`src/rtl/sram_line_requester_pkg.sv`:
```
// ============================================================================
//  Module   : sram_line_requester_pkg
//  Purpose  : Shared widths, line-offset mask, FSM state encoding and a
//             line-base helper for the SRAM line requester.
//  Ports    : none (package)
//  Revision : 1.0 - initial release
// ============================================================================
`default_nettype none

package sram_line_requester_pkg;

    localparam int c_line_w = 256;                  // one cache line
    localparam int c_addr_w = 20;                   // word address width
    localparam logic [c_addr_w-1:0] c_line_mask = 20'hF_FFF8;  // clears word-in-line bits

    typedef enum logic [1:0] {
        ST_IDLE = 2'd0,
        ST_RD   = 2'd1,
        ST_WR   = 2'd2,
        ST_GAP  = 2'd3
    } req_state_t;

    function automatic logic [c_addr_w-1:0] line_base(input logic [c_addr_w-1:0] a);
        return a & c_line_mask;
    endfunction

endpackage

`default_nettype wire

```
`src/rtl/sram_line_requester_wbuf.sv`:
```
// ============================================================================
//  Module   : line_wbuf
//  Purpose  : FIFO of {line address, line data} with a parallel address
//             compare against every valid entry. Reports whether any entry
//             matches and returns the data of the youngest matching entry.
//  Ports    : clk, rst           - clock, synchronous active-high reset
//             i_push/_addr/_data - enqueue (caller guarantees not full)
//             i_pop              - drop the head entry
//             i_match_addr       - line address to compare
//             o_head_addr/_data  - oldest entry
//             o_count, o_empty   - occupancy
//             o_hit, o_hit_data  - any match / youngest matching data
//  Revision : 1.0 - initial release
// ============================================================================
`default_nettype none

module line_wbuf
    import sram_line_requester_pkg::*;
#(
    parameter int DEPTH = 4
) (
    input  logic                  clk,
    input  logic                  rst,
    input  logic                  i_push,
    input  logic [c_addr_w-1:0]   i_push_addr,
    input  logic [c_line_w-1:0]   i_push_data,
    input  logic                  i_pop,
    input  logic [c_addr_w-1:0]   i_match_addr,
    output logic [c_addr_w-1:0]   o_head_addr,
    output logic [c_line_w-1:0]   o_head_data,
    output logic [$clog2(DEPTH):0] o_count,
    output logic                  o_empty,
    output logic                  o_hit,
    output logic [c_line_w-1:0]   o_hit_data
);

    localparam int c_ptr_w = $clog2(DEPTH);

    logic [c_addr_w-1:0] r_addr [DEPTH];
    logic [c_line_w-1:0] r_data [DEPTH];
    logic [c_ptr_w-1:0]  r_rd_ptr;
    logic [c_ptr_w-1:0]  r_wr_ptr;
    logic [c_ptr_w:0]    r_count;

    logic [DEPTH-1:0]    w_match_vec;   // bit i = i-th oldest entry matches
    logic [c_ptr_w-1:0]  w_idx;
    logic [c_ptr_w-1:0]  w_hit_idx;

    // Storage carries no reset: validity is tracked by the pointers/count.
    always_ff @(posedge clk) begin
        if (i_push) begin
            r_addr[r_wr_ptr] <= i_push_addr;
            r_data[r_wr_ptr] <= i_push_data;
        end
    end

    always_ff @(posedge clk) begin
        if (rst) begin
            r_rd_ptr <= '0;
            r_wr_ptr <= '0;
            r_count  <= '0;
        end else begin
            if (i_push) r_wr_ptr <= r_wr_ptr + 1'b1;
            if (i_pop)  r_rd_ptr <= r_rd_ptr + 1'b1;
            case ({i_push, i_pop})
                2'b10:   r_count <= r_count + 1'b1;
                2'b01:   r_count <= r_count - 1'b1;
                default: r_count <= r_count;
            endcase
        end
    end

    // Walk entries oldest to youngest so the last hit seen is the youngest.
    always_comb begin
        w_match_vec = '0;
        w_hit_idx   = r_rd_ptr;
        w_idx       = '0;
        for (int i = 0; i < DEPTH; i++) begin
            w_idx          = r_rd_ptr + c_ptr_w'(i);
            w_match_vec[i] = ((c_ptr_w+1)'(i) < r_count) && (r_addr[w_idx] == i_match_addr);
            if (w_match_vec[i]) w_hit_idx = w_idx;
        end
    end

    assign o_head_addr = r_addr[r_rd_ptr];
    assign o_head_data = r_data[r_rd_ptr];
    assign o_count     = r_count;
    assign o_empty     = (r_count == '0);
    assign o_hit       = |w_match_vec;
    assign o_hit_data  = r_data[w_hit_idx];

endmodule

`default_nettype wire

```
`src/rtl/sram_line_requester.sv`:
```
// ============================================================================
//  Module   : sram_line_requester
//  Purpose  : Cache-side initiator for the SRAM line controller. Buffers
//             write-through lines, accepts refill reads and serialises both
//             into single-line controller transactions, one GAP cycle apart.
//  Config   : SRAM_REQ_WBUF_FWD_EN - when defined, a read hitting a buffered
//             line is served from the youngest matching entry without an
//             SRAM access; otherwise the buffer drains until no entry matches.
//  Ports    : clk, rst                         - clock, sync active-high reset
//             i_rd_req/i_rd_addr, o_rd_ready   - refill request handshake
//             o_rd_valid, o_rd_data            - refill return (1-cycle pulse)
//             i_wr_req/_addr/_data, o_wr_ready - line write into the buffer
//             i_abort                          - cancel outstanding read
//             o_wbuf_empty                     - no buffered/in-flight writes
//             o_mem_*                          - controller request side
//             i_mem_read_finish/_write_finish, i_mem_rdata - controller return
//  Revision : 1.0 - initial release
// ============================================================================
`default_nettype none

module sram_line_requester
    import sram_line_requester_pkg::*;
#(
    parameter int WBUF_DEPTH = 4
) (
    input  logic                clk,
    input  logic                rst,
    input  logic                i_rd_req,
    input  logic [c_addr_w-1:0] i_rd_addr,
    output logic                o_rd_ready,
    output logic                o_rd_valid,
    output logic [c_line_w-1:0] o_rd_data,
    input  logic                i_wr_req,
    input  logic [c_addr_w-1:0] i_wr_addr,
    input  logic [c_line_w-1:0] i_wr_data,
    output logic                o_wr_ready,
    input  logic                i_abort,
    output logic                o_wbuf_empty,
    output logic                o_mem_addr_valid,
    output logic                o_mem_we,
    output logic                o_mem_flush,
    output logic [c_addr_w-1:0] o_mem_addr,
    output logic [c_line_w-1:0] o_mem_wdata,
    input  logic                i_mem_read_finish,
    input  logic                i_mem_write_finish,
    input  logic [c_line_w-1:0] i_mem_rdata
);

    localparam int c_cnt_w = $clog2(WBUF_DEPTH) + 1;

    req_state_t          r_state, w_state_nxt;
    logic [c_addr_w-1:0] r_mem_addr;
    logic                r_mem_we;
    logic [c_line_w-1:0] r_mem_wdata;
    logic [c_line_w-1:0] r_rd_data;
    logic                r_rd_valid;

    logic [c_addr_w-1:0] w_rd_line, w_wr_line, w_head_addr, w_drain_addr;
    logic [c_line_w-1:0] w_head_data, w_hit_data, w_fwd_data, w_drain_data;
    logic [c_cnt_w-1:0]  w_count;
    logic                w_fifo_empty, w_fifo_hit, w_full, w_push, w_pop;
    logic                w_new_hit, w_conflict, w_rd_pend, w_have_wr;
    logic                w_rd_ready, w_load_rd, w_load_wr, w_rd_cap, w_fwd;
    logic                w_addr_valid, w_flush;

    assign w_rd_line = line_base(i_rd_addr);
    assign w_wr_line = line_base(i_wr_addr);
    assign w_full    = (w_count == c_cnt_w'(WBUF_DEPTH));
    assign w_push    = i_wr_req & ~w_full;
    assign w_pop     = (r_state == ST_WR) & i_mem_write_finish;

    line_wbuf #(.DEPTH(WBUF_DEPTH)) u_wbuf (
        .clk          (clk),
        .rst          (rst),
        .i_push       (w_push),
        .i_push_addr  (w_wr_line),
        .i_push_data  (i_wr_data),
        .i_pop        (w_pop),
        .i_match_addr (w_rd_line),
        .o_head_addr  (w_head_addr),
        .o_head_data  (w_head_data),
        .o_count      (w_count),
        .o_empty      (w_fifo_empty),
        .o_hit        (w_fifo_hit),
        .o_hit_data   (w_hit_data)
    );

    // A write arriving this cycle is logically ahead of the read, so it takes
    // part in the conflict check and is the youngest candidate for forwarding.
    assign w_new_hit  = w_push & (w_wr_line == w_rd_line);
    assign w_conflict = w_fifo_hit | w_new_hit;
    assign w_fwd_data = w_new_hit ? i_wr_data : w_hit_data;

    // An abort while idle simply keeps a not-yet-accepted read from starting.
    assign w_rd_pend  = i_rd_req & ~i_abort;
    assign w_have_wr  = ~w_fifo_empty | w_push;

    // With an empty FIFO the write being pushed right now is the head.
    assign w_drain_addr = w_fifo_empty ? w_wr_line : w_head_addr;
    assign w_drain_data = w_fifo_empty ? i_wr_data : w_head_data;

    always_comb begin
        w_state_nxt  = r_state;
        w_rd_ready   = 1'b0;
        w_load_rd    = 1'b0;
        w_load_wr    = 1'b0;
        w_rd_cap     = 1'b0;
        w_fwd        = 1'b0;
        w_addr_valid = 1'b0;
        w_flush      = 1'b0;
        case (r_state)
            ST_IDLE: begin
                if (w_rd_pend && !w_conflict) begin
                    w_state_nxt = ST_RD;
                    w_rd_ready  = 1'b1;
                    w_load_rd   = 1'b1;
`ifdef SRAM_REQ_WBUF_FWD_EN
                end else if (w_rd_pend) begin
                    w_rd_ready  = 1'b1;
                    w_fwd       = 1'b1;
`endif
                end else if (w_have_wr) begin
                    // Also the path for a conflicting read: drain oldest first.
                    w_state_nxt = ST_WR;
                    w_load_wr   = 1'b1;
                end
            end
            ST_RD: begin
                if (i_abort) begin
                    w_flush     = 1'b1;
                    w_state_nxt = ST_GAP;
                end else begin
                    w_addr_valid = 1'b1;
                    if (i_mem_read_finish) begin
                        w_rd_cap    = 1'b1;
                        w_state_nxt = ST_GAP;
                    end
                end
            end
            ST_WR: begin
                w_addr_valid = 1'b1;
                if (i_mem_write_finish) w_state_nxt = ST_GAP;
            end
            default: w_state_nxt = ST_IDLE;   // ST_GAP: one idle cycle for the controller
        endcase
    end

    always_ff @(posedge clk) begin
        if (rst) begin
            r_state     <= ST_IDLE;
            r_mem_addr  <= '0;
            r_mem_we    <= 1'b0;
            r_mem_wdata <= '0;
            r_rd_data   <= '0;
            r_rd_valid  <= 1'b0;
        end else begin
            r_state    <= w_state_nxt;
            r_rd_valid <= w_rd_cap | w_fwd;
            if (w_load_rd) begin
                r_mem_addr <= w_rd_line;
                r_mem_we   <= 1'b0;
            end else if (w_load_wr) begin
                r_mem_addr  <= w_drain_addr;
                r_mem_we    <= 1'b1;
                r_mem_wdata <= w_drain_data;
            end
            if (w_rd_cap)   r_rd_data <= i_mem_rdata;
            else if (w_fwd) r_rd_data <= w_fwd_data;
        end
    end

    assign o_rd_ready       = w_rd_ready;
    assign o_rd_valid       = r_rd_valid;
    assign o_rd_data        = r_rd_data;
    assign o_wr_ready       = ~w_full;
    assign o_wbuf_empty     = w_fifo_empty & (r_state != ST_WR);
    assign o_mem_addr_valid = w_addr_valid;
    assign o_mem_flush      = w_flush;
    assign o_mem_we         = r_mem_we;
    assign o_mem_addr       = r_mem_addr;
    assign o_mem_wdata      = r_mem_wdata;

endmodule

`default_nettype wire

```
`config.mk`:
```
export PLATFORM = sky130hd
export DESIGN_NAME = sram_line_requester
export DESIGN_NICKNAME = d
export VERILOG_FILES = /design/src/rtl/sram_line_requester_pkg.sv /design/src/rtl/sram_line_requester_wbuf.sv /design/src/rtl/sram_line_requester.sv
export SDC_FILE = /design/constraint.sdc
export NUM_CORES = 2
export LEC_CHECK = 0
export CAP_MARGIN = 20
export CORE_AREA = 2 2 427 429
export CTS_CLUSTER_DIAMETER = 150
export DETAILED_ROUTE_END_ITERATION = 12
export DIE_AREA = 0 0 429 431
export MAX_ROUTING_LAYER = met4
export PLACE_DENSITY = 0.61
export REMOVE_ABC_BUFFERS = 1
export SLEW_MARGIN = 40
export SYNTH_ARGS = -nofsm -noshare
export SYNTH_HDL_FRONTEND = slang
export SYNTH_SLANG_ARGS = --single-unit
```
`constraint.sdc`:
```
create_clock -name clk -period 9 [get_ports clk]
set_input_delay 1.8 -clock clk [delete_from_list [all_inputs] [get_ports clk]]
set_output_delay 1.8 -clock clk [all_outputs]
set_load 0.02 [all_outputs]
```
Yosys cells after proc, flatten, opt, wreduce, memory -nomap -nowiden
Memory sizes are Yosys's and may differ from the RTL's. A register that Yosys moved wholly into a read port is not among the register bits.
Index checks and enable logic that the tools add are counted.
{"block": "classes", "n_addsub": 6, "n_lt_le_gt_ge": 4, "eq_ne": 14, "n_mux": 29, "bitwise_logic": 11, "reduce_logical": 14}
{"op": "2-to-1 mux 256 bit", "count": 1}
{"op": "equality test 20 bit", "count": 4}
{"op": "2-to-1 mux 20 bit", "count": 3}
{"op": "2-to-1 mux 2 bit", "count": 9}
{"op": "equality test 17 bit", "count": 1}
{"op": "2-to-1 mux 1 bit", "count": 13}
{"op": "less-than comparator 1 x 3 -> 1 bit (first input constant)", "count": 2}
{"op": "less-than comparator 2 x 3 -> 1 bit (first input constant)", "count": 2}
{"op": "inequality test 3 bit (second input constant)", "count": 2}
{"op": "case mux 2 bit (3 select lines)", "count": 1}
{"op": "case mux 3 bit (2 select lines)", "count": 1}
{"op": "bitwise AND 1 bit", "count": 5}
{"op": "logical AND 1 bit", "count": 5}
{"op": "adder 2 x 1 -> 2 bit (second input constant)", "count": 2}
{"op": "adder 2 bit (second input constant)", "count": 2}
{"op": "equality test 2 x 1 -> 1 bit (second input constant)", "count": 2}
{"op": "equality test 2 bit (second input constant)", "count": 2}
{"op": "inequality test 2 bit (second input constant)", "count": 2}
{"op": "inverter 1 bit", "count": 4}
{"op": "nonzero test 2 bit", "count": 2}
{"op": "OR reduction 4 bit", "count": 1}
{"op": "adder 3 x 1 -> 3 bit (second input constant)", "count": 1}
{"op": "equality test 3 bit (second input constant)", "count": 1}
{"op": "zero test 3 bit", "count": 1}
{"op": "8 further kinds", "count": 9}
{"block": "word_totals", "ff_bits": 543, "mem_bits_rw": 1092, "inputBits": 559, "out_inout_bits": 539, "wordCells": 90, "memories": 2}
{"name": "u_wbuf.r_data", "depth": 4, "word_bits": 256, "read_ports": 1, "rd_clocked_by_memory_dff": 1, "wr": 1, "line_no": "sram_line_requester_wbuf.sv:40", "rtl": "logic [c_line_w-1:0] r_data [DEPTH];"}
{"name": "u_wbuf.r_addr", "depth": 4, "word_bits": 17, "read_ports": 4, "rd_clocked_by_memory_dff": 1, "wr": 1, "line_no": "sram_line_requester_wbuf.sv:39", "rtl": "logic [c_addr_w-1:0] r_addr [DEPTH];"}

Logic depth before layout (Yosys ltp)
An unclocked memory read counts as a cell.
{"block": "logic_depth", "ltp_word": 12, "ltp_mapped": 15}

Hierarchy
From an unflattened synthesis, not the netlist that was laid out.
{"block": "hier_totals", "cells_unflattened": 5486, "hier_area_um2": 73444.2}
{"mod": "line_wbuf", "n_inst": 1, "cells_each": 3039, "area_each_um2": 51299.2, "seq_area_each_um2": 33332.0}
{"mod": "sram_line_requester", "n_inst": 1, "cells_each": 2447, "area_each_um2": 22145.0, "seq_area_each_um2": 10730.3}

Worst setup path after synthesis
Ideal clock, no wire load.
{"block": "synth_path", "path_kind": "input-to-reg", "startpoint": "input port i_wr_req", "endpoint": "memory u_wbuf.r_addr[0][0] in the netlist's numbering, enable pin", "t_arrival_ns": 8.378, "required_time_ns": 8.329, "slack_ns": -0.049, "cell_stages": 2, "cell_sequence": "clkbuf_1 > and3_1"}
{"block": "synth_between", "elab_chain_len": 3}
{"element": "start, declared", "line_no": "sram_line_requester.sv:33", "rtl": "input logic i_wr_req,"}
{"element": "bitwise AND 1 bit", "line_no": "sram_line_requester.sv:69", "rtl": "assign w_push = i_wr_req & ~w_full;"}
{"element": "2-to-1 mux 1 bit", "line_no": "sram_line_requester_wbuf.sv:51", "rtl": "if (i_push) begin"}
{"element": "2-to-1 mux 1 bit (not written as such)", "line_no": "sram_line_requester_wbuf.sv:52", "rtl": "r_addr[r_wr_ptr] <= i_push_addr;"}
{"element": "end, declared", "line_no": "sram_line_requester_wbuf.sv:39"}
Every way passes these cells.

Worst setup path after layout
{"block": "layout_path", "startpoint": "input port i_rd_addr[16]", "endpoint": "output port o_rd_ready"}
{"block": "layout_between", "elab_chain_len": 8, "elab_cells_between_ends": 16, "classes_between": "eq/ne: 5; mux: 2; bitwise: 2; reduce/logical: 7"}
{"element": "start, declared", "line_no": "sram_line_requester.sv:29", "rtl": "input logic [c_addr_w-1:0] i_rd_addr,"}
{"element": "equality test 20 bit", "line_no": "sram_line_requester_wbuf.sv:80", "rtl": "w_match_vec[i] = ((c_ptr_w+1)'(i) < r_count) && (r_addr[w_idx] == i_match_addr);"}
{"element": "logical AND 1 bit", "line_no": "sram_line_requester_wbuf.sv:80"}
{"element": "OR reduction 4 bit", "line_no": "sram_line_requester_wbuf.sv:89", "rtl": "assign o_hit = |w_match_vec;"}
{"element": "OR 1 bit (*)", "line_no": "sram_line_requester.sv:91", "rtl": "assign w_conflict = w_fifo_hit | w_new_hit;"}
{"element": "zero test 1 bit (*)", "line_no": "sram_line_requester.sv:113", "rtl": "if (w_rd_pend && !w_conflict) begin"}
{"element": "logical AND 1 bit (*)", "line_no": "sram_line_requester.sv:113"}
{"element": "2-to-1 mux 1 bit (*)", "line_no": "sram_line_requester.sv:113"}
{"element": "2-to-1 mux 1 bit (*)", "line_no": "sram_line_requester.sv:111", "rtl": "case (r_state)"}
{"element": "end, declared", "line_no": "sram_line_requester.sv:30", "rtl": "output logic o_rd_ready,"}
Every way passes the cells marked *; elsewhere a longest branch is shown, timed or not.

==> reports/summary.txt <==
Critical-path top delay cell: clkdlybuf4s50_1
Postcts setup bufs: 0
Area grow syn2layout: 30.08%
Post-synth top flop: edfxtp_1
Flops & latches, synth: 1634
Port-buffer cells: 1088
Final ANT Viol Nets: 0
Fill count: 15.80k
Routability Congestion: 0.9043
Share of layout cells above drive strength 1: 12.17%
Die height: 431 um
Vias in the first global route: 40.19k
Initial antenna violation count: 57
Clock sink total: 1634
Final nets: 5740
Synthesized area per cell: 15.25 um2
Setup WS pre-CTS: 2.213 ns
Family with the most delay on the worst path: simple AND/OR/NAND/NOR gates
Reg2reg end: o_mem_wdata[154]
CTS tree: yes
Hold buffers post-CTS: 0
Worst clock skew: 0.05306 ns
Crit Path Class: in2out
Mapped Area: 64050 um2
Setup Viol. Count Final: 0
# resized after CTS: 0
Max stage delay on crit path: 0.68 ns
IO Pins: 1098
Vias: 40.74k
Period utilisation layout: 75.52%
Unique masters post-synth: 55
Rel. slew slack: 35.49%
Die ar.: 184900 um2
WL/cell: 26.55 um
Max Slew Vio Count: 0
Clock tree buffer depth: 3
Worst hold path depth: 2
Detailed placer's ending HPWL: 136600 um
Vias per Instance: 5.272
Crit. End Element: primary output
DP Cell Count: 7354
Final Core Density: 46.24%
Worst Path Arrival: 5.00 ns
Clk slew on worst S/H paths: 0.06 ns
Status: finished clean
Final std cells w/o fill: 7727
Post-synthesis sequential area ratio: 68.14%
CTS root buffer: clkbuf_16
Final worst setup slack: 2.204 ns
# rows: 156
Die width: 429 um
Critical-path cell list: clkdlybuf4s50_1, nor2b_1, mux2_2, o2111ai_1, or4_1, nor4_2, nor4_2, and2_1, clkdlybuf4s50_1
Total track usage: 22.12%
R2R Path Start: u_wbuf.r_rd_ptr[0]
Inserted Clock Buffers: 174
P_leak: 26.85 nW
Critical path buffer and inverter count: 2
Final instance area: 83310 um2
Max cap viols: 0
Reg2Reg Depth: 12
Tmin final: 6.796 ns
Worst setup SP type: primary input
Post-synth ARST share: 0%
Hold path endpoint: o_rd_data[31]
Seq. cell area: 43650 um2
Initial DRC count: 2778
WP data required: 7.20 ns
Initial core utilization: 35.55%
First-pass GRT wire length: 290200 um
Tightest Pin Transition: 0.9677 ns
Syn Inst Count: 4201
Final count of hold timing violations: 0
Pwr dens: 277.6 nW/um2
Hold Crit Start: o_rd_data[31]
WL final: 205100 um
Drt first pass iters: 5
Core ar.: 180200 um2
Achievable clock frequency: 147.1 MHz
Hold Crit Class: reg2reg
YS warnings: 0
Clock insertion delay at the later pin of the skew report: 0.81 ns
Placed cell area: 77220 um2
Grt ovf: 0
EDFF count, synth: 1092
Peak VDD IR: 0.2818 mV
R2r setup slk: 3.91 ns
Overall power: 23.12 mW
RSZ-0062 raised after global routing: no
Pin count of the biggest net entering global routing: 188
H-tree Lvls: 4
Worst-path maximum fanout: 9
Multi-input logic area: 18790 um2
DRC viols: 0
synth_stat cells (2+ instances only):
| library cell | instances | area, um2 |
|---|---|---|
| edfxtp_1 | 1092 | 32790 |
| nand2_1 | 550 | 2064 |
| dfxtp_1 | 542 | 10850 |
| a21oi_1 | 512 | 2562 |
| mux2i_1 | 318 | 3183 |
| mux4_2 | 296 | 6666 |
| a311oi_1 | 256 | 2242 |
| clkbuf_1 | 251 | 942.2 |
| xnor2_1 | 64 | 560.5 |
| buf_2 | 39 | 195.2 |
| buf_1 | 36 | 135.1 |
| xor2_1 | 31 | 271.5 |
| o21ai_0 | 22 | 110.1 |
| buf_4 | 19 | 142.6 |
| nor2_1 | 16 | 60.06 |
| o2bb2ai_1 | 16 | 140.1 |
| ha_1 | 13 | 162.7 |
| nor4_1 | 13 | 81.33 |
| buf_6 | 12 | 135.1 |
| nor3_1 | 12 | 60.06 |
| inv_1 | 11 | 41.29 |
| a21oi_2 | 10 | 87.58 |
| nand4_1 | 8 | 50.05 |
| and3_1 | 7 | 43.79 |
| and2_1 | 5 | 31.28 |
| buf_8 | 5 | 75.07 |
| nand2b_1 | 5 | 31.28 |
| nor2b_1 | 4 | 25.02 |
| or3_1 | 3 | 18.77 |
| a2111oi_0 | 2 | 17.52 |
| a211oi_1 | 2 | 15.01 |
| a22o_1 | 2 | 17.52 |
| mux2_2 | 2 | 22.52 |
| nand3_1 | 2 | 10.01 |
| o211ai_1 | 2 | 15.01 |
| or4_1 | 2 | 15.01 |
logic make-up (layout without fill, tap and decap cells):
group,after synthesis,in the layout,synth area share (%)
mux,616,616,15.41
buf+inv,374,1488,2.633
fa+ha+maj,13,13,0.2540
compound gates,838,838,8.320
flops,1634,1634,68.14
simple gates,630,630,3.934
other cells,1,43,0.005855
xor+xnor,95,95,1.299
tightest hold or removal path, stage by stage, from the launching register on:
cell	delay (ns)
dfxtp_1	0.30
nand2_1	0.05
a21oi_1	0.05
flip-flops by register name (all words and copies together) (netlist names), named ones only:
signal,cells
u_wbuf.r_data,1024
u_wbuf.o_count,3
o_mem_wdata,256
o_rd_valid,1
o_mem_addr,17
u_wbuf.r_addr,68
u_wbuf.r_wr_ptr,2
o_mem_we,1
r_state,2
u_wbuf.r_rd_ptr,2
o_rd_data,256
metrics by stage:
step / hold slack (ns) / setup TNS, ns
global placement: 0.4409 / 0
detailed placement: 0.4463 / 0
global route: 0.4666 / 0
floorplan: 0.5068 / -5459.04
finish: 0.4541 / 0
CTS: 0.4540 / 0
area by class of cell:
type	instances	area share [%]
diodes	40	0.1201
clock buffers	255	5.992
clock inverters	70	0.9537
inverters	11	0.04956
multi-input cells	2195	22.56
flip-flops and latches	1634	52.40
well taps	2370	3.559
repair buffers	1152	14.37
how the worst max path moves through the flow:
stage / from / to / slack, ns / cells past startpoint
6_report: i_rd_addr[16] / o_rd_ready / 2.20 / 9
2_1_floorplan: u_wbuf.o_count[2] / o_mem_wdata[0] / -20.20 / 4
3_5_place_dp: i_rd_addr[16] / o_rd_ready / 2.21 / 9
3_3_place_gp: i_rd_addr[16] / o_rd_ready / 2.04 / 9
4_1_cts: i_rd_addr[16] / o_rd_ready / 2.21 / 9
5_1_grt: u_wbuf.r_rd_ptr[0] / o_rd_ready / 2.05 / 9
report_power, final:
part           switching, mW  internal, mW
clock                   3.05          4.15
combinational           3.68          2.86
sequential             0.454          8.94
total                   7.19          15.9
cells in the final DEF, fill, tap and decap left out, types with 4 or more instances in the layout:
cell type | Yosys | layout
mux4_2 | 296 | 296
clkinv_1 | 0 | 17
a311oi_1 | 256 | 256
buf_12 | 1 | 27
edfxtp_1 | 1092 | 1092
nor2_1 | 16 | 16
a21oi_1 | 512 | 512
clkdlybuf4s50_1 | 0 | 1087
clkinv_16 | 0 | 4
xnor2_1 | 64 | 64
mux2i_1 | 318 | 318
clkbuf_8 | 0 | 27
nand4_1 | 8 | 8
clkbuf_1 | 251 | 51
buf_6 | 12 | 5
xor2_1 | 31 | 31
a21oi_2 | 10 | 10
and2_1 | 5 | 4
ha_1 | 13 | 13
o21ai_0 | 22 | 22
nor4_1 | 13 | 12
nand2_1 | 550 | 549
inv_16 | 0 | 5
and3_4 | 0 | 4
buf_16 | 0 | 12
o2bb2ai_1 | 16 | 16
buf_4 | 19 | 20
diode_2 | 0 | 40
clkinv_2 | 0 | 20
inv_6 | 0 | 6
inv_1 | 11 | 11
nor3_1 | 12 | 12
dfxtp_1 | 542 | 539
bufinv_16 | 0 | 9
clkbuf_16 | 0 | 177
metal layers:
metal | GRT usage (%) | part of all wire [%] | vias up
met2 | 35.71 | 49 | 1437
met3 | 5.704 | 6.6 | 401
met1 | 24.60 | 37 | 20590
li1 | - | - | 18310
met5 | - | 0 | -
met4 | 13.68 | 6.8 | 0
No activity file was read; power rests on OpenSTA's default activity.
